<file path="config.mk">
export PLATFORM = sky130hd
export DESIGN_NAME = output_signature_collector_flat
export DESIGN_NICKNAME = d
export VERILOG_FILES = /design/src/rtl/output_signature_collector_if.sv /design/src/rtl/output_signature_collector.sv /design/src/flat_wrapper.sv
export SDC_FILE = /design/constraint.sdc
export NUM_CORES = 1
export LEC_CHECK = 0
export CAP_MARGIN = 20
export CORE_AREA = 2 2 98 90
export DETAILED_ROUTE_END_ITERATION = 12
export DIE_AREA = 0 0 100 92
export PLACE_DENSITY_LB_ADDON = 0.08
export SLEW_MARGIN = 20
export SYNTH_ARGS = -nofsm -noshare
export SYNTH_HDL_FRONTEND = slang
export SYNTH_SLANG_ARGS = --single-unit
</file>
<file path="constraint.sdc">
create_clock -name ap_clk -period 2 [get_ports ap_clk]
set_input_delay 0.4 -clock ap_clk [delete_from_list [all_inputs] [get_ports ap_clk]]
set_output_delay 0.4 -clock ap_clk [all_outputs]
set_load 0.03 [all_outputs]
</file>
<file path="src/rtl/output_signature_collector_if.sv">
// Handshake and result bundle shared between a kernel harness and the
// output signature collector. The harness side (master) drives the kernel
// control and reduced-data beats. The collector side (slave) returns the
// latched signature, beat count and status.
interface output_signature_collector_if #(
  parameter int SIG_WIDTH = 16,
  parameter int CNT_WIDTH = 16
);
  logic                 ap_start;
  logic                 ap_done;
  logic [3:0]           data_in;
  logic                 data_valid;
  logic [SIG_WIDTH-1:0] sig_out;
  logic [CNT_WIDTH-1:0] beat_count_out;
  logic                 sig_valid;
  logic [7:0]           run_count;
  logic                 busy;
  logic                 overflow;

  modport master (
    output ap_start, ap_done, data_in, data_valid,
    input  sig_out, beat_count_out, sig_valid, run_count, busy, overflow
  );

  modport slave (
    input  ap_start, ap_done, data_in, data_valid,
    output sig_out, beat_count_out, sig_valid, run_count, busy, overflow
  );
endinterface

</file>
<file path="src/rtl/output_signature_collector.sv">
// Output signature collector.
// Folds every valid 4-bit beat of a kernel run into a rotate/XOR signature.
// A run starts at ap_start. Beats keep being accepted for DRAIN_CYCLES cycles
// after ap_done, so that data still in flight in the output-reduction
// pipeline is included. After that window the signature, beat count and
// saturation flag are latched for software, and sig_valid pulses once.
module output_signature_collector #(
  parameter int                   SIG_WIDTH    = 16,
  parameter int                   CNT_WIDTH    = 16,
  parameter int                   DRAIN_CYCLES = 4,
  parameter logic [SIG_WIDTH-1:0] SIG_SEED     = '0
) (
  input logic                     ap_clk,
  input logic                     ap_rst,
  output_signature_collector_if.slave bus
);

  localparam int DW = $clog2(DRAIN_CYCLES + 1);

  typedef enum logic [1:0] {IDLE, COLLECT, DRAIN, DONE} state_t;

  state_t               state;
  logic [SIG_WIDTH-1:0] sig;
  logic [SIG_WIDTH-1:0] sig_next;
  logic [CNT_WIDTH-1:0] cnt;
  logic [CNT_WIDTH-1:0] cnt_next;
  logic                 ovf;
  logic                 ovf_next;
  logic [DW-1:0]        drain_cnt;
  logic                 accept;

  logic [SIG_WIDTH-1:0] sig_out_q;
  logic [CNT_WIDTH-1:0] beat_count_q;
  logic                 overflow_q;
  logic                 sig_valid_q;
  logic [7:0]           run_count_q;

  // Next signature/count values if the current beat is accepted; these feed
  // both the running registers and the result latch on the final drain cycle
  always_comb begin
    accept   = bus.data_valid && ((state == COLLECT) || (state == DRAIN));
    sig_next = sig;
    cnt_next = cnt;
    ovf_next = ovf;
    if (accept) begin
      sig_next = {sig[SIG_WIDTH-2:0], sig[SIG_WIDTH-1]} ^
                 {{(SIG_WIDTH-4){1'b0}}, bus.data_in};
      if (&cnt) begin
        ovf_next = 1'b1;
      end else begin
        cnt_next = cnt + 1'b1;
      end
    end
  end

  // Run-control FSM with the accumulators and the latched result registers
  always_ff @(posedge ap_clk) begin
    if (ap_rst) begin
      state        <= IDLE;
      sig          <= '0;
      cnt          <= '0;
      ovf          <= 1'b0;
      drain_cnt    <= '0;
      sig_out_q    <= '0;
      beat_count_q <= '0;
      overflow_q   <= 1'b0;
      sig_valid_q  <= 1'b0;
      run_count_q  <= 8'd0;
    end else begin
      sig_valid_q <= 1'b0;
      case (state)
        IDLE: begin
          if (bus.ap_start) begin
            sig       <= SIG_SEED;
            cnt       <= '0;
            ovf       <= 1'b0;
            drain_cnt <= '0;
            state     <= COLLECT;
          end
        end
        COLLECT: begin
          sig <= sig_next;
          cnt <= cnt_next;
          ovf <= ovf_next;
          if (bus.ap_done) begin
            drain_cnt <= DW'(DRAIN_CYCLES);
            state     <= DRAIN;
          end
        end
        DRAIN: begin
          sig       <= sig_next;
          cnt       <= cnt_next;
          ovf       <= ovf_next;
          drain_cnt <= drain_cnt - 1'b1;
          if (drain_cnt == DW'(1)) begin
            sig_out_q    <= sig_next;
            beat_count_q <= cnt_next;
            overflow_q   <= ovf_next;
            run_count_q  <= run_count_q + 8'd1;
            sig_valid_q  <= 1'b1;
            state        <= DONE;
          end
        end
        DONE: begin
          if (bus.ap_start) begin
            sig       <= SIG_SEED;
            cnt       <= '0;
            ovf       <= 1'b0;
            drain_cnt <= '0;
            state     <= COLLECT;
          end else begin
            state <= IDLE;
          end
        end
        default: state <= IDLE;
      endcase
    end
  end

  assign bus.sig_out        = sig_out_q;
  assign bus.beat_count_out = beat_count_q;
  assign bus.overflow       = overflow_q;
  assign bus.sig_valid      = sig_valid_q;
  assign bus.run_count      = run_count_q;
  assign bus.busy           = (state == COLLECT) || (state == DRAIN);

endmodule

</file>
<file path="src/flat_wrapper.sv">
// flat-port wrapper written by rule: the top's interface ports become plain ports
module output_signature_collector_flat 
#(
  parameter int                   SIG_WIDTH    = 16,
  parameter int                   CNT_WIDTH    = 16,
  parameter int                   DRAIN_CYCLES = 4,
  parameter logic [SIG_WIDTH-1:0] SIG_SEED     = '0
)
  (ap_clk, ap_rst, bus_ap_start, bus_ap_done, bus_data_in, bus_data_valid, bus_sig_out, bus_beat_count_out, bus_sig_valid, bus_run_count, bus_busy, bus_overflow);
  output_signature_collector_if #(.SIG_WIDTH(SIG_WIDTH), .CNT_WIDTH(CNT_WIDTH)) bus_i ();
  input logic ap_clk;
  input logic ap_rst;
  input wire logic [$bits(bus_i.ap_start)-1:0] bus_ap_start;
  input wire logic [$bits(bus_i.ap_done)-1:0] bus_ap_done;
  input wire logic [$bits(bus_i.data_in)-1:0] bus_data_in;
  input wire logic [$bits(bus_i.data_valid)-1:0] bus_data_valid;
  output wire logic [$bits(bus_i.sig_out)-1:0] bus_sig_out;
  output wire logic [$bits(bus_i.beat_count_out)-1:0] bus_beat_count_out;
  output wire logic [$bits(bus_i.sig_valid)-1:0] bus_sig_valid;
  output wire logic [$bits(bus_i.run_count)-1:0] bus_run_count;
  output wire logic [$bits(bus_i.busy)-1:0] bus_busy;
  output wire logic [$bits(bus_i.overflow)-1:0] bus_overflow;
  assign bus_i.ap_start = bus_ap_start;
  assign bus_i.ap_done = bus_ap_done;
  assign bus_i.data_in = bus_data_in;
  assign bus_i.data_valid = bus_data_valid;
  assign bus_sig_out = bus_i.sig_out;
  assign bus_beat_count_out = bus_i.beat_count_out;
  assign bus_sig_valid = bus_i.sig_valid;
  assign bus_run_count = bus_i.run_count;
  assign bus_busy = bus_i.busy;
  assign bus_overflow = bus_i.overflow;
  output_signature_collector #(.SIG_WIDTH(SIG_WIDTH), .CNT_WIDTH(CNT_WIDTH), .DRAIN_CYCLES(DRAIN_CYCLES), .SIG_SEED(SIG_SEED)) u_core (.ap_clk(ap_clk), .ap_rst(ap_rst), .bus(bus_i));
endmodule
</file>
==> results of run 1 <==
repair_timing:
action / CTS / global route
endpoints found under the setup margin: 13 / 24
resized for setup: 7 / 22
cloned: 1 / 0
pin swaps: 4 / 3
setup buffers: 5 / 3
metal layers:
layer | vias up | global-route usage (%) | share of wire [%]
met5 | - | 0 | 0
met4 | 0 | 6.51 | 0.89
met3 | 9 | 5.11 | 4.5
met2 | 66 | 35.6 | 47
met1 | 1729 | 29.8 | 47
li1 | 1848 | - | -
power breakdown:
group | switching [mW] | internal (mW)
Clock | 0.647 | 0.839
Combinational | 0.952 | 0.626
Sequential | 0.0841 | 1.68
Total | 1.68 | 3.15
metrics by stage:
step / hold slack, ns / power, mW / TNS, ns
5_1_grt: 0.484 / 5.08 / -0.0449
2_1_floorplan: 0.432 / 2.74 / 0
4_1_cts: 0.471 / 4.80 / -0.0298
6_report: 0.463 / 4.83 / 0
3_3_place_gp: 0.442 / 3.24 / -2.52
3_5_place_dp: 0.451 / 3.27 / -3.30
area by class of cell:
type                       count  area [sq um]
tap                          102           128
clock inverter                 6           115
timing repair buffer          97           910
multi-input combinational    342          2230
clock buffer                  10           128
sequential                    80          1610
inverter                       8          32.5
fill                         722          3170
registers in the layout, indices dropped and copies added, names as in the netlist:
register,flops
u_core.bus.run_count,8
u_core.state,2
u_core.cnt,16
u_core.sig,16
u_core.drain_cnt,3
u_core.bus.overflow,1
u_core.bus.beat_count_out,16
u_core.ovf,1
u_core.bus.sig_out,16
u_core.bus.sig_valid,1
tightest hold or removal path, cell delays in order (launching register included):
cell and delay (ns):
dfxtp_1 0.32, nand2_1 0.05, a21oi_1 0.05
cells in the final DEF (no fill, tap or decap), drive strengths merged, types with 4 or more instances in the layout:
cell type	netlist	routed
xnor2	10	10
o21ai	12	12
nand4	11	11
clkdlybuf4s50	0	49
nand2b	4	4
nand3b	6	6
a21oi	22	22
and3	4	4
or4	6	6
nand3	11	11
o311ai	4	4
a31oi	19	19
o211ai	12	12
a311oi	21	21
nor4	6	6
nor3	6	6
a211oi	12	12
o31ai	4	4
nand2	59	59
clkbuf	25	10
nor2	62	62
mux2i	9	9
ha	9	9
or3	9	9
buf	12	47
dfxtp	80	80
inv	8	10
path summary, 6_finish.rpt:
kind	slack, ns	from	to
setup reg to reg	0.05	u_core.state[0]$_SDFFE_PP0P_	u_core.bus.beat_count_out[9]$_SDFFE_PP0P_
setup / recovery	0.04	u_core.state[0]$_SDFFE_PP0P_	bus_busy
hold / removal	0.46	u_core.bus.sig_out[1]$_SDFFE_PP0P_	u_core.bus.sig_out[1]$_SDFFE_PP0P_
hold reg to reg	0.46	u_core.bus.sig_out[1]$_SDFFE_PP0P_	u_core.bus.sig_out[1]$_SDFFE_PP0P_
kinds of logic (layout without fill, tap and decap cells):
logic type,count (synthesis),in the layout,synth area share [%]
simple gates,195,195,24.5
fa+ha+maj,9,9,2.81
flops,80,80,39.9
xor+xnor,13,13,2.84
buf+inv,45,121,6.77
mux,11,11,2.81
compound gates,114,114,20.4
==> flow_results.org, run 1 <==
** Setup path
- Critical path class :: reg2out
- Delay contributed by the slowest stage of the critical path :: ~0.36 ns
- The number of buffers and inverters on the critical path is 3.
- Data on the critical path arrives at its endpoint at 1.56 ns.
- Crit-path cells :: inv_4 -> ha_4 -> buf_4 -> clkdlybuf4s15_1
- The worst setup path is captured at an output pin.
- In this run the number of cells on the critical path is 4.
- The slowest stage of the critical path is the dfxtp_2 cell.
- Worst endpoint required time :: 1.60 ns
- Delay-heaviest family, CP :: buffers and inverters
- Along the worst path, the maximum fanout reaches 5.
- The worst setup path is launched from a register.
- For the worst flop-to-flop path, the logic depth is 6.

** Synthesis
- By count the netlist is led by 80 x dfxtp_1, 62 x nor2_1, 58 x nand2_1.
- The mapped netlist covers 4010 sq um.
- Synthesis inferred 80 register bits.
- The netlist uses 57 different library cells.
- Top cells by area in the synthesized netlist :: dfxtp_1 40%, nor2_1 5.8%, nand2_1 5.4%, a311oi_1 3.7%, a31oi_1 3.0%
- Summed over all instances, the cell type with the most area after synthesis is dfxtp_1.
- Synth top area share :: 39.9%
- A synthesized cell averages 8.59 sq um.
- Most instantiated library cell after synthesis :: dfxtp_1
- Synthesis produced 467 cells.
- Share of synthesized area occupied by flip-flops and latches :: 39.9%
- Leading register cell type out of synthesis :: dfxtp_1
- For this run, the number of Yosys warnings is 0.
- EDFF count, synth :: 0
- Counting flops with an async set or reset pin after synthesis yields a share of 0%.
- Counting every net in the synthesized netlist gives between 400 and 500.

** Clock network
- The tree built by TritonCTS fans out to 80 sinks.
- Count of hold buffers inserted by post-cts repair :: 0
- Cts bufs inserted :: 9
- The longest clock path from root to sink contains 2 buffers.
- Clock tree synthesis selected as its root buffer the cell clkbuf_8.
- TritonCTS built the clock tree.
- Number of levels the H-tree was split into :: 3
- After clock tree synthesis, the clock-pin slew on the worst setup and hold paths is approximately 0.09 ns.
- Insertion delay of the later-clocked pin in the worst-skew pair :: 0.36 ns

** Floorplan
- Die area :: 9200 sq um
- Row generation in the floorplan step produced 32 rows.
- The initial utilization of the core area, before any placement, comes to 48.2%.
- The region available for standard cell placement spans 8330 sq um.
- In this run the horizontal extent of the chip is 100 um.
- Pin placement for this block handled 52 I/O pins.
- Vertical extent of the die :: 92 um

** Timing
- Based on the critical path, the design can be clocked at up to 0.511 GHz.
- The final max-slew violation count was 0.
- Setup repair after global routing missed its margin :: yes
- Transition time at the pin with the least slew margin :: roughly 0.54 ns
- Setup violations remaining at the end of the flow were counted as 0.
- PnR worst setup slack :: 0.0422 ns
- The clock arrives with 0.0113 ns of skew.
- The worst pin sits at a relative slew slack of 64.3%.
- After layout, the worst path uses 97.9% of the clock period.
- The hold violation total from the final report came to 0.
- Final period demand of the worst path :: around 2.0 ns

** Cells and area
- The area growth from synthesis to layout is 28.5%.
- Inserted Diodes :: 0
- Final non-filler cell total :: 645
- For this run, the share of the core covered by cells in the final layout is 61.9%.
- The post-route netlist has 19.5% of its cells at a drive strength greater than 1.
- The finished cells cover roughly 5200 sq um.
- In the final design database the tool counted 556 nets.

** Global routing
- GRT overflow :: 0
- The initial antenna violation count was 0.
- Global routing used ~22% of the available tracks.
- Global-route wire length before repair :: 16400 um
- The via count of the first global-routing pass was 3406.
- Entering global routing, the biggest net connects 28 pins.

** Placed design
- Pre-CTS worst setup slack :: -0.315 ns
- Final estimated routing congestion in global placement :: 0.871
- Placed cell count :: 620
- Final HPWL from detailed placement :: 6540 um
- During placement, the flow inserted port buffers numbering 51.
- In this run the cell area measured after placement is between 4000 and 5000 sq um.

** Drt
- ANT nets after route :: 0
- Vias :: about 3700
- Drt wl/cell :: roughly 15 um
- Vias per Instance :: 5.66
- The detailed router finished its first iteration with 161 violations.
- The routed design has about 9800 um of wire.
- Residual DRC count :: 0
- Count of TritonRoute iterations in the first routing pass :: 4

** Worst hold path
- Worst min-delay path category :: reg2reg
- The worst hold path was traced through 2 stages.

** Pwr
- Dividing total power by cell area gives a power density of 937 nW/um^2.
- The worst-case IR drop observed on VDD is 0.000510 V.
- For this design the static power due to leakage is approximately 1.7 nW.

** Status
- Result of the run :: finished, final reports clean

** Flow run
- The tool flagged a number of max-cap violations equal to 0.
No activity file was read; power rests on OpenSTA's default activity.
==> inputs of run 2 (changes only) <==
--- a/config.mk
+++ b/config.mk
@@ -5,6 +5,7 @@
 export SDC_FILE = /design/constraint.sdc
 export NUM_CORES = 1
 export LEC_CHECK = 0
+export ABC_CLOCK_PERIOD_IN_PS = 2000
 export CAP_MARGIN = 20
 export CORE_AREA = 2 2 98 90
 export DETAILED_ROUTE_END_ITERATION = 12
==> results of run 2 <==
The final DEF is identical to that of run 1; final timing and power are the same.
